===== src/rtl/mem_arb_pkg.sv =====
// Shared types, field offsets and the arbitration pick function for the
// memory port arbiter.
package mem_arb_pkg;

    localparam int REQ_W    = 68;
    localparam int BE_MSB   = 67;
    localparam int BE_LSB   = 64;
    localparam int ADDR_MSB = 63;
    localparam int ADDR_LSB = 32;
    localparam int DATA_MSB = 31;
    localparam int DATA_LSB = 0;

    // Requester indices are carried at the widest supported size so one
    // pick function serves every NUM_REQ in 2..4.
    localparam int MAX_REQ = 4;
    localparam int IDX_W   = 2;

    typedef struct packed {
        logic [3:0]  byte_en;
        logic [31:0] addr;
        logic [31:0] data;
    } mem_req_t;

    // First set bit of eligible at or after ptr, wrapping. Bits at and above
    // NUM_REQ must be zero so that wrapping modulo MAX_REQ matches wrapping
    // modulo NUM_REQ. Returns ptr when nothing is eligible.
    function automatic logic [IDX_W-1:0] rr_pick(input logic [MAX_REQ-1:0] eligible,
                                                 input logic [IDX_W-1:0]   ptr);
        logic [IDX_W-1:0] idx;
        logic [IDX_W-1:0] pick;
        logic             found;
        pick  = ptr;
        found = 1'b0;
        for (int k = 0; k < MAX_REQ; k++) begin
            idx = ptr + IDX_W'(k);
            if (!found && eligible[idx]) begin
                pick  = idx;
                found = 1'b1;
            end
        end
        return pick;
    endfunction

endpackage


===== src/rtl/mem_arb_tag_fifo.sv =====
// In-order tag FIFO: remembers which requester issued each outstanding put.
// The caller never pushes when full nor pops when empty.
module mem_arb_tag_fifo #(
    parameter int WIDTH = 2,
    parameter int DEPTH = 4
) (
    input  logic             clk,
    input  logic             rst,
    input  logic             push_i,
    input  logic             pop_i,
    input  logic [WIDTH-1:0] din_i,
    output logic             full_o,
    output logic             empty_o,
    output logic [WIDTH-1:0] head_o
);

    localparam int AW = $clog2(DEPTH);
    localparam logic [AW:0] ONE      = (AW+1)'(1);
    localparam logic [AW:0] DEPTH_CT = (AW+1)'(DEPTH);

    // Pointers run free; only the low AW bits address storage, so the
    // index wraps modulo DEPTH.
    logic [AW:0]      wr_ptr_q, wr_ptr_d;
    logic [AW:0]      rd_ptr_q, rd_ptr_d;
    logic [AW:0]      count_q,  count_d;
    logic [WIDTH-1:0] mem_q [DEPTH];

    // Next-state for pointers and occupancy; push+pop leaves count unchanged.
    always_comb begin
        // NOTE: every always_comb output gets a default first so no path leaves it unassigned (no latch).
        wr_ptr_d = wr_ptr_q;
        rd_ptr_d = rd_ptr_q;
        count_d  = count_q;
        if (push_i) wr_ptr_d = wr_ptr_q + ONE;
        if (pop_i)  rd_ptr_d = rd_ptr_q + ONE;
        case ({push_i, pop_i})
            2'b10:   count_d = count_q + ONE;
            2'b01:   count_d = count_q - ONE;
            default: count_d = count_q;
        endcase
    end

    // Pointer and count registers.
    always_ff @(posedge clk or posedge rst) begin
        if (rst) begin
            // NOTE: sequential state uses non-blocking assignment so every register samples pre-edge values.
            wr_ptr_q <= '0;
            rd_ptr_q <= '0;
            count_q  <= '0;
        end else begin
            wr_ptr_q <= wr_ptr_d;
            rd_ptr_q <= rd_ptr_d;
            count_q  <= count_d;
        end
    end

    // Tag storage write.
    always_ff @(posedge clk) begin
        // NOTE: storage has no reset; count alone decides which entries are meaningful.
        if (push_i) mem_q[wr_ptr_q[AW-1:0]] <= din_i;
    end

    assign full_o  = (count_q == DEPTH_CT);
    assign empty_o = (count_q == '0);
    assign head_o  = mem_q[rd_ptr_q[AW-1:0]];

endmodule


===== src/rtl/mem_port_arbiter.sv =====
// Shares one memory port among NUM_REQ requesters. Grants at most one put
// per cycle, records the winner in an in-order tag FIFO and steers each
// response back to the requester whose put produced it.
// Build option: define MEM_ARB_ROUND_ROBIN_EN for round-robin arbitration;
// without it the lowest eligible index wins and no rr register exists.
module mem_port_arbiter
    import mem_arb_pkg::*;
#(
    parameter int NUM_REQ         = 2,
    parameter int MAX_OUTSTANDING = 4
) (
    input  logic                     CLK,
    input  logic                     RST,
    input  logic [NUM_REQ-1:0]       req_valid,
    input  logic [NUM_REQ*REQ_W-1:0] req_data,
    output logic [NUM_REQ-1:0]       req_ready,
    output logic [NUM_REQ-1:0]       resp_valid,
    input  logic [NUM_REQ-1:0]       resp_ready,
    output logic [REQ_W-1:0]         resp_data,
    output logic                     mem_put_valid,
    input  logic                     mem_put_ready,
    output logic [REQ_W-1:0]         mem_put_request,
    output logic                     mem_get_valid,
    input  logic                     mem_get_ready,
    input  logic [REQ_W-1:0]         mem_get_response,
    output logic                     err_orphan
);

    logic               full, empty;
    logic [IDX_W-1:0]   head_tag, winner, rr_ptr;
    logic [MAX_REQ-1:0] eligible, resp_ready_ext;
    logic               put_fire, get_fire;
    logic               err_orphan_q, err_orphan_d;
    mem_req_t           winner_req;

    // ---------------- put side ----------------
    // A full FIFO blocks every requester, even if a pop happens this cycle,
    // which keeps the get side out of the put path.
    assign eligible      = MAX_REQ'(req_valid & {NUM_REQ{~full}});
    assign winner        = rr_pick(eligible, rr_ptr);
    assign mem_put_valid = ~RST & (|eligible);
    assign put_fire      = mem_put_valid & mem_put_ready;

    // Steer the winner's request to memory and its ready back to it.
    always_comb begin
        winner_req = '0;
        req_ready  = '0;
        for (int i = 0; i < NUM_REQ; i++) begin
            if (winner == IDX_W'(i)) begin
                winner_req   = req_data[i*REQ_W +: REQ_W];
                req_ready[i] = put_fire;
            end
        end
    end

    assign mem_put_request = winner_req;

`ifdef MEM_ARB_ROUND_ROBIN_EN
    logic [IDX_W-1:0] rr_q, rr_d;

    // Move the search start just past the requester that actually fired.
    always_comb begin
        rr_d = rr_q;
        if (put_fire) rr_d = (winner == IDX_W'(NUM_REQ-1)) ? '0 : winner + IDX_W'(1);
    end

    // Round-robin pointer register.
    always_ff @(posedge CLK or posedge RST) begin
        if (RST) rr_q <= '0;
        else     rr_q <= rr_d;
    end

    assign rr_ptr = rr_q;
`else
    assign rr_ptr = '0;
`endif

    // ---------------- get side ----------------
    assign resp_ready_ext = MAX_REQ'(resp_ready);
    assign mem_get_valid  = ~RST & ~empty & resp_ready_ext[head_tag];
    assign get_fire       = mem_get_valid & mem_get_ready;
    assign resp_data      = mem_get_response;

    // Offer the response only to the requester named by the head tag.
    always_comb begin
        resp_valid = '0;
        for (int i = 0; i < NUM_REQ; i++) begin
            resp_valid[i] = ~RST & ~empty & mem_get_ready & (head_tag == IDX_W'(i));
        end
    end

    // A response with nothing outstanding latches the error until reset.
    always_comb begin
        err_orphan_d = err_orphan_q | (mem_get_ready & empty);
    end

    // Sticky orphan-response flag register.
    always_ff @(posedge CLK or posedge RST) begin
        if (RST) err_orphan_q <= 1'b0;
        else     err_orphan_q <= err_orphan_d;
    end

    assign err_orphan = err_orphan_q;

    mem_arb_tag_fifo #(
        .WIDTH (IDX_W),
        .DEPTH (MAX_OUTSTANDING)
    ) u_tag_fifo (
        .clk     (CLK),
        .rst     (RST),
        .push_i  (put_fire),
        .pop_i   (get_fire),
        .din_i   (winner),
        .full_o  (full),
        .empty_o (empty),
        .head_o  (head_tag)
    );

endmodule


===== config.mk =====
export PLATFORM = sky130hd
export DESIGN_NAME = mem_port_arbiter
export DESIGN_NICKNAME = d
export VERILOG_FILES = /design/src/rtl/mem_arb_pkg.sv /design/src/rtl/mem_arb_tag_fifo.sv /design/src/rtl/mem_port_arbiter.sv
export SDC_FILE = /design/constraint.sdc
export NUM_CORES = 1
export LEC_CHECK = 0
export CAP_MARGIN = 30
export CORE_AREA = 2 2 136 138
export DETAILED_ROUTE_END_ITERATION = 7
export DIE_AREA = 0 0 138 140
export PLACE_DENSITY = 0.54
export SETUP_SLACK_MARGIN = 0.3
export SLEW_MARGIN = 20
export SYNTH_ARGS = -nofsm -noshare
export SYNTH_HDL_FRONTEND = slang
export SYNTH_HIERARCHICAL = 1
export SYNTH_SLANG_ARGS = --single-unit

===== constraint.sdc =====
create_clock -name CLK -period 5.2 [get_ports CLK]
set_clock_uncertainty 0.05 [all_clocks]
set_input_delay 1.56 -clock CLK [delete_from_list [all_inputs] [get_ports CLK]]
set_output_delay 1.56 -clock CLK [all_outputs]
set_load 0.01 [all_outputs]

==> impl_metrics.env <==
export IMPL_insertion_delay_ns=0.24
export IMPL_drc=0
export IMPL_post_route_util_pct=24.2
export IMPL_area_growth_syn_to_layout_pct=95.6
export IMPL_avgSynthCellArea_um2=10.5
export IMPL_diodes=0
export IMPL_syn_area_um2=2200
export IMPL_drive_gt1_share_pct=21.8
export IMPL_drt_iter0_markers=22
export IMPL_min_period_over_period_pct=92.9
export IMPL_netlist_instances=210
export IMPL_critPathMaxStageDelay_ns=0.47
export IMPL_crit_path_start_kind="primary input"
export IMPL_clkSinkCount=16
export IMPL_vias=2116
export IMPL_p_leak_nw=1.73
export IMPL_rsz0062_at_grt="true"
export IMPL_ff2ff_setup_slack_ns=2.30
export IMPL_multi_input_area_um2=1150
export IMPL_wl_per_cell_um=15.5
export IMPL_dieWidth_um=138
export IMPL_antenna_found_initial=0
export IMPL_required_ns=3.59
export IMPL_grt_max_degree=26
export IMPL_synth_warnings=6
export IMPL_wirelength_mm=9.30
export IMPL_crit_fanout=25
export IMPL_rows=49
export IMPL_ys_flop_type="edfxtp_1"
export IMPL_gp_congestion=0.910
export IMPL_ant_nets=0
export IMPL_vdd_ir_drop_max_mv=0.109
export IMPL_synthDistinctLibCells=28
export IMPL_slew_viol_final=0
export IMPL_synth_compound_area_share_pct=0.797
export IMPL_cts_inserted_buffers=3
export IMPL_grt_first_pass_wirelength_mm=13.4
export IMPL_cts_path_max_buffers=2
export IMPL_worstRegToRegCells=9
export IMPL_cts_root_buf="clkbuf_16"
export IMPL_nets=591
export IMPL_seq_area_um2=440
export IMPL_fin_cells=601
export IMPL_placed_cells=588
export IMPL_synth_seq_cells=16
export IMPL_synth_top_family_by_area="multiplexers"
export IMPL_synth_edf_count=8
export IMPL_io_buffer_count=218
export IMPL_cts_hold_buf=0
export IMPL_startpoint="req_valid[0]"
export IMPL_crit_path_end="mem_put_request[63]"
export IMPL_criticalPathCategory="in -> out"
export IMPL_yosys_mux_area_fraction_pct=37.7
export IMPL_clk_pin_slew_ns=0.05
export IMPL_synth_xor_area_share_pct=2.39
export IMPL_gr_total_overflow=0
export IMPL_synthArstFlopShare_pct=50.0
export IMPL_worstReg2RegStart="u_tag_fifo/rd_ptr_q[0]$_DFFE_PP0P_"
export IMPL_critPathCaptureType="output port"
export IMPL_fp_dieH_um=140
export IMPL_setup_viol=0
export IMPL_core_area_um2=17800
export IMPL_routed_via_density=3.52
export IMPL_synth_fa_ha_area_share_pct=3.76
export IMPL_cts_tree="yes"
export IMPL_dp_final_hpwl_mm=7.40
export IMPL_hp_class="reg -> reg"
export IMPL_setup_tns_ns=0
export IMPL_synth_simple_area_share_pct=6.78
export IMPL_drtPass1Iterations=4
export IMPL_start_util_pct=12.4
export IMPL_power_density_nw_per_um2=207
export IMPL_status="complete, no violations"
export IMPL_grt_pass1_vias=2246
export IMPL_worstReg2RegEnd="u_tag_fifo/count_q[2]$_DFFE_PP0P_"
export IMPL_period_needed_ns=4.83
export IMPL_io_pins=355
export IMPL_htreeDepth=1
export IMPL_final_hold_violation_count=0
export IMPL_fillCellCount=1900
export IMPL_cp_arrival_ns=3.22
export IMPL_grt_usage_pct=8.91
export IMPL_clock_fmax_mhz=207
export IMPL_dieArea_um2=19300
export IMPL_crit_slowest_cell="clkdlybuf4s50_1"
export IMPL_ys_seq_area_share_pct=20.0
export IMPL_cap_violations=0
export IMPL_worstPathCellList="dlygate4sd2_1 -> nor3b_4 -> buf_4 -> buf_12 -> mux2_2 -> clkdlybuf4s50_1"
[cell families (layout without fill, tap and decap cells)]
logic type | Yosys count | count (layout)
AO/OA/AOI/OAI | 3 | 3
XOR/XNOR | 6 | 6
adder cells (fa/ha/maj) | 6 | 6
buffers and inverters | 84 | 243
flip-flops | 16 | 16
multiplexers | 71 | 71
other | 1 | 4
AND/OR/NAND/NOR | 23 | 23
[worst max-delay path: cells and delay by family]
kind          cells  cell delay, ns
buf+inv           4            1.06
mux               1            0.35
simple gates      1            0.22
[flip-flops by register name, indices dropped and copies added, names as in the netlist]
register             cells
u_tag_fifo/count_q       3
u_tag_fifo/mem_q         8
u_tag_fifo/rd_ptr_q      2
err_orphan               1
u_tag_fifo/wr_ptr_q      2
[synth_stat cells, types with 4 or more instances]
library cell	count	share of area, %
nor2_1	5	0.85
edfxtp_1	8	11
ha_1	5	2.8
dfrtp_1	8	9.1
and2_1	4	1.1
buf_4	68	23
xor2_1	4	1.6
inv_1	9	1.5
mux2_2	62	32
mux2_1	6	3.1
buf_6	7	3.6
[metrics by stage]
stage	total power, W	cell area, um^2	hold WS [ns]	worst slack [ns]
floorplan	0.000513	2210	0.406	1.10
detailed placement	0.000744	4120	0.421	0.0327
global placement	0.000730	4120	0.411	0.0788
finish	0.000888	4300	0.428	0.369
global route	0.000949	4300	0.449	0.285
CTS	0.000907	4300	0.432	0.365
[worst min path at each step]
stage                                            from  slack [ns]  cells past startpoint                           endpoint
floorplan           u_tag_fifo/count_q[2]$_DFFE_PP0P_        0.41                      1  u_tag_fifo/count_q[2]$_DFFE_PP0P_
global placement                 err_orphan$_DFF_PP0_        0.41                      1               err_orphan$_DFF_PP0_
detailed placement               err_orphan$_DFF_PP0_        0.42                      1               err_orphan$_DFF_PP0_
CTS                              err_orphan$_DFF_PP0_        0.43                      1               err_orphan$_DFF_PP0_
global route                     err_orphan$_DFF_PP0_        0.45                      1               err_orphan$_DFF_PP0_
finish                           err_orphan$_DFF_PP0_        0.43                      1               err_orphan$_DFF_PP0_
[cell type report]
type,instances,share of cell area (%)
inverter,9,0.786
timing repair buffer,230,53.7
sequential,16,10.2
clock buffer,3,1.75
clock inverter,1,0.0873
tap,229,6.67
multi-input combinational,113,26.7
[power by group]
group | leakage, nW | internal [W] | switching (W)
Clock | 0.0385 | 0.000102 | 0.0000449
Sequential | 0.166 | 0.000168 | 0.0000304
Combinational | 1.53 | 0.000332 | 0.000211
[placed cells by master, fill, tap and decap left out, drive strengths merged, types with 2 or more instances in the layout]
master	synthesis	final
clkdlybuf4s50	0	149
mux2	68	68
dlygate4sd2	0	67
buf	75	11
inv	9	9
dfrtp	8	8
edfxtp	8	8
nor2	5	5
ha	5	5
xor2	4	4
and2	4	4
conb	1	4
nor3	3	3
clkbuf	0	3
nand2	3	3
o21ai	2	2
mux4	2	2
xnor2	2	2
[routing by layer]
metal,global-route usage (%),wire length [um],vias to the layer above
met5,0,0,-
li1,-,-,977
met3,3.49,926,18
met4,2.20,172,0
met2,16.5,4850,157
met1,9.46,3350,964
[repair_timing]
action | in CTS | in global routing
gates resized for setup | 78 | 2
cloned | 4 | 0
endpoints found under the setup margin | 71 | 14
buffers inserted | 5 | 0
pin swaps | 0 | 0
(Power assumes the default switching activity.)
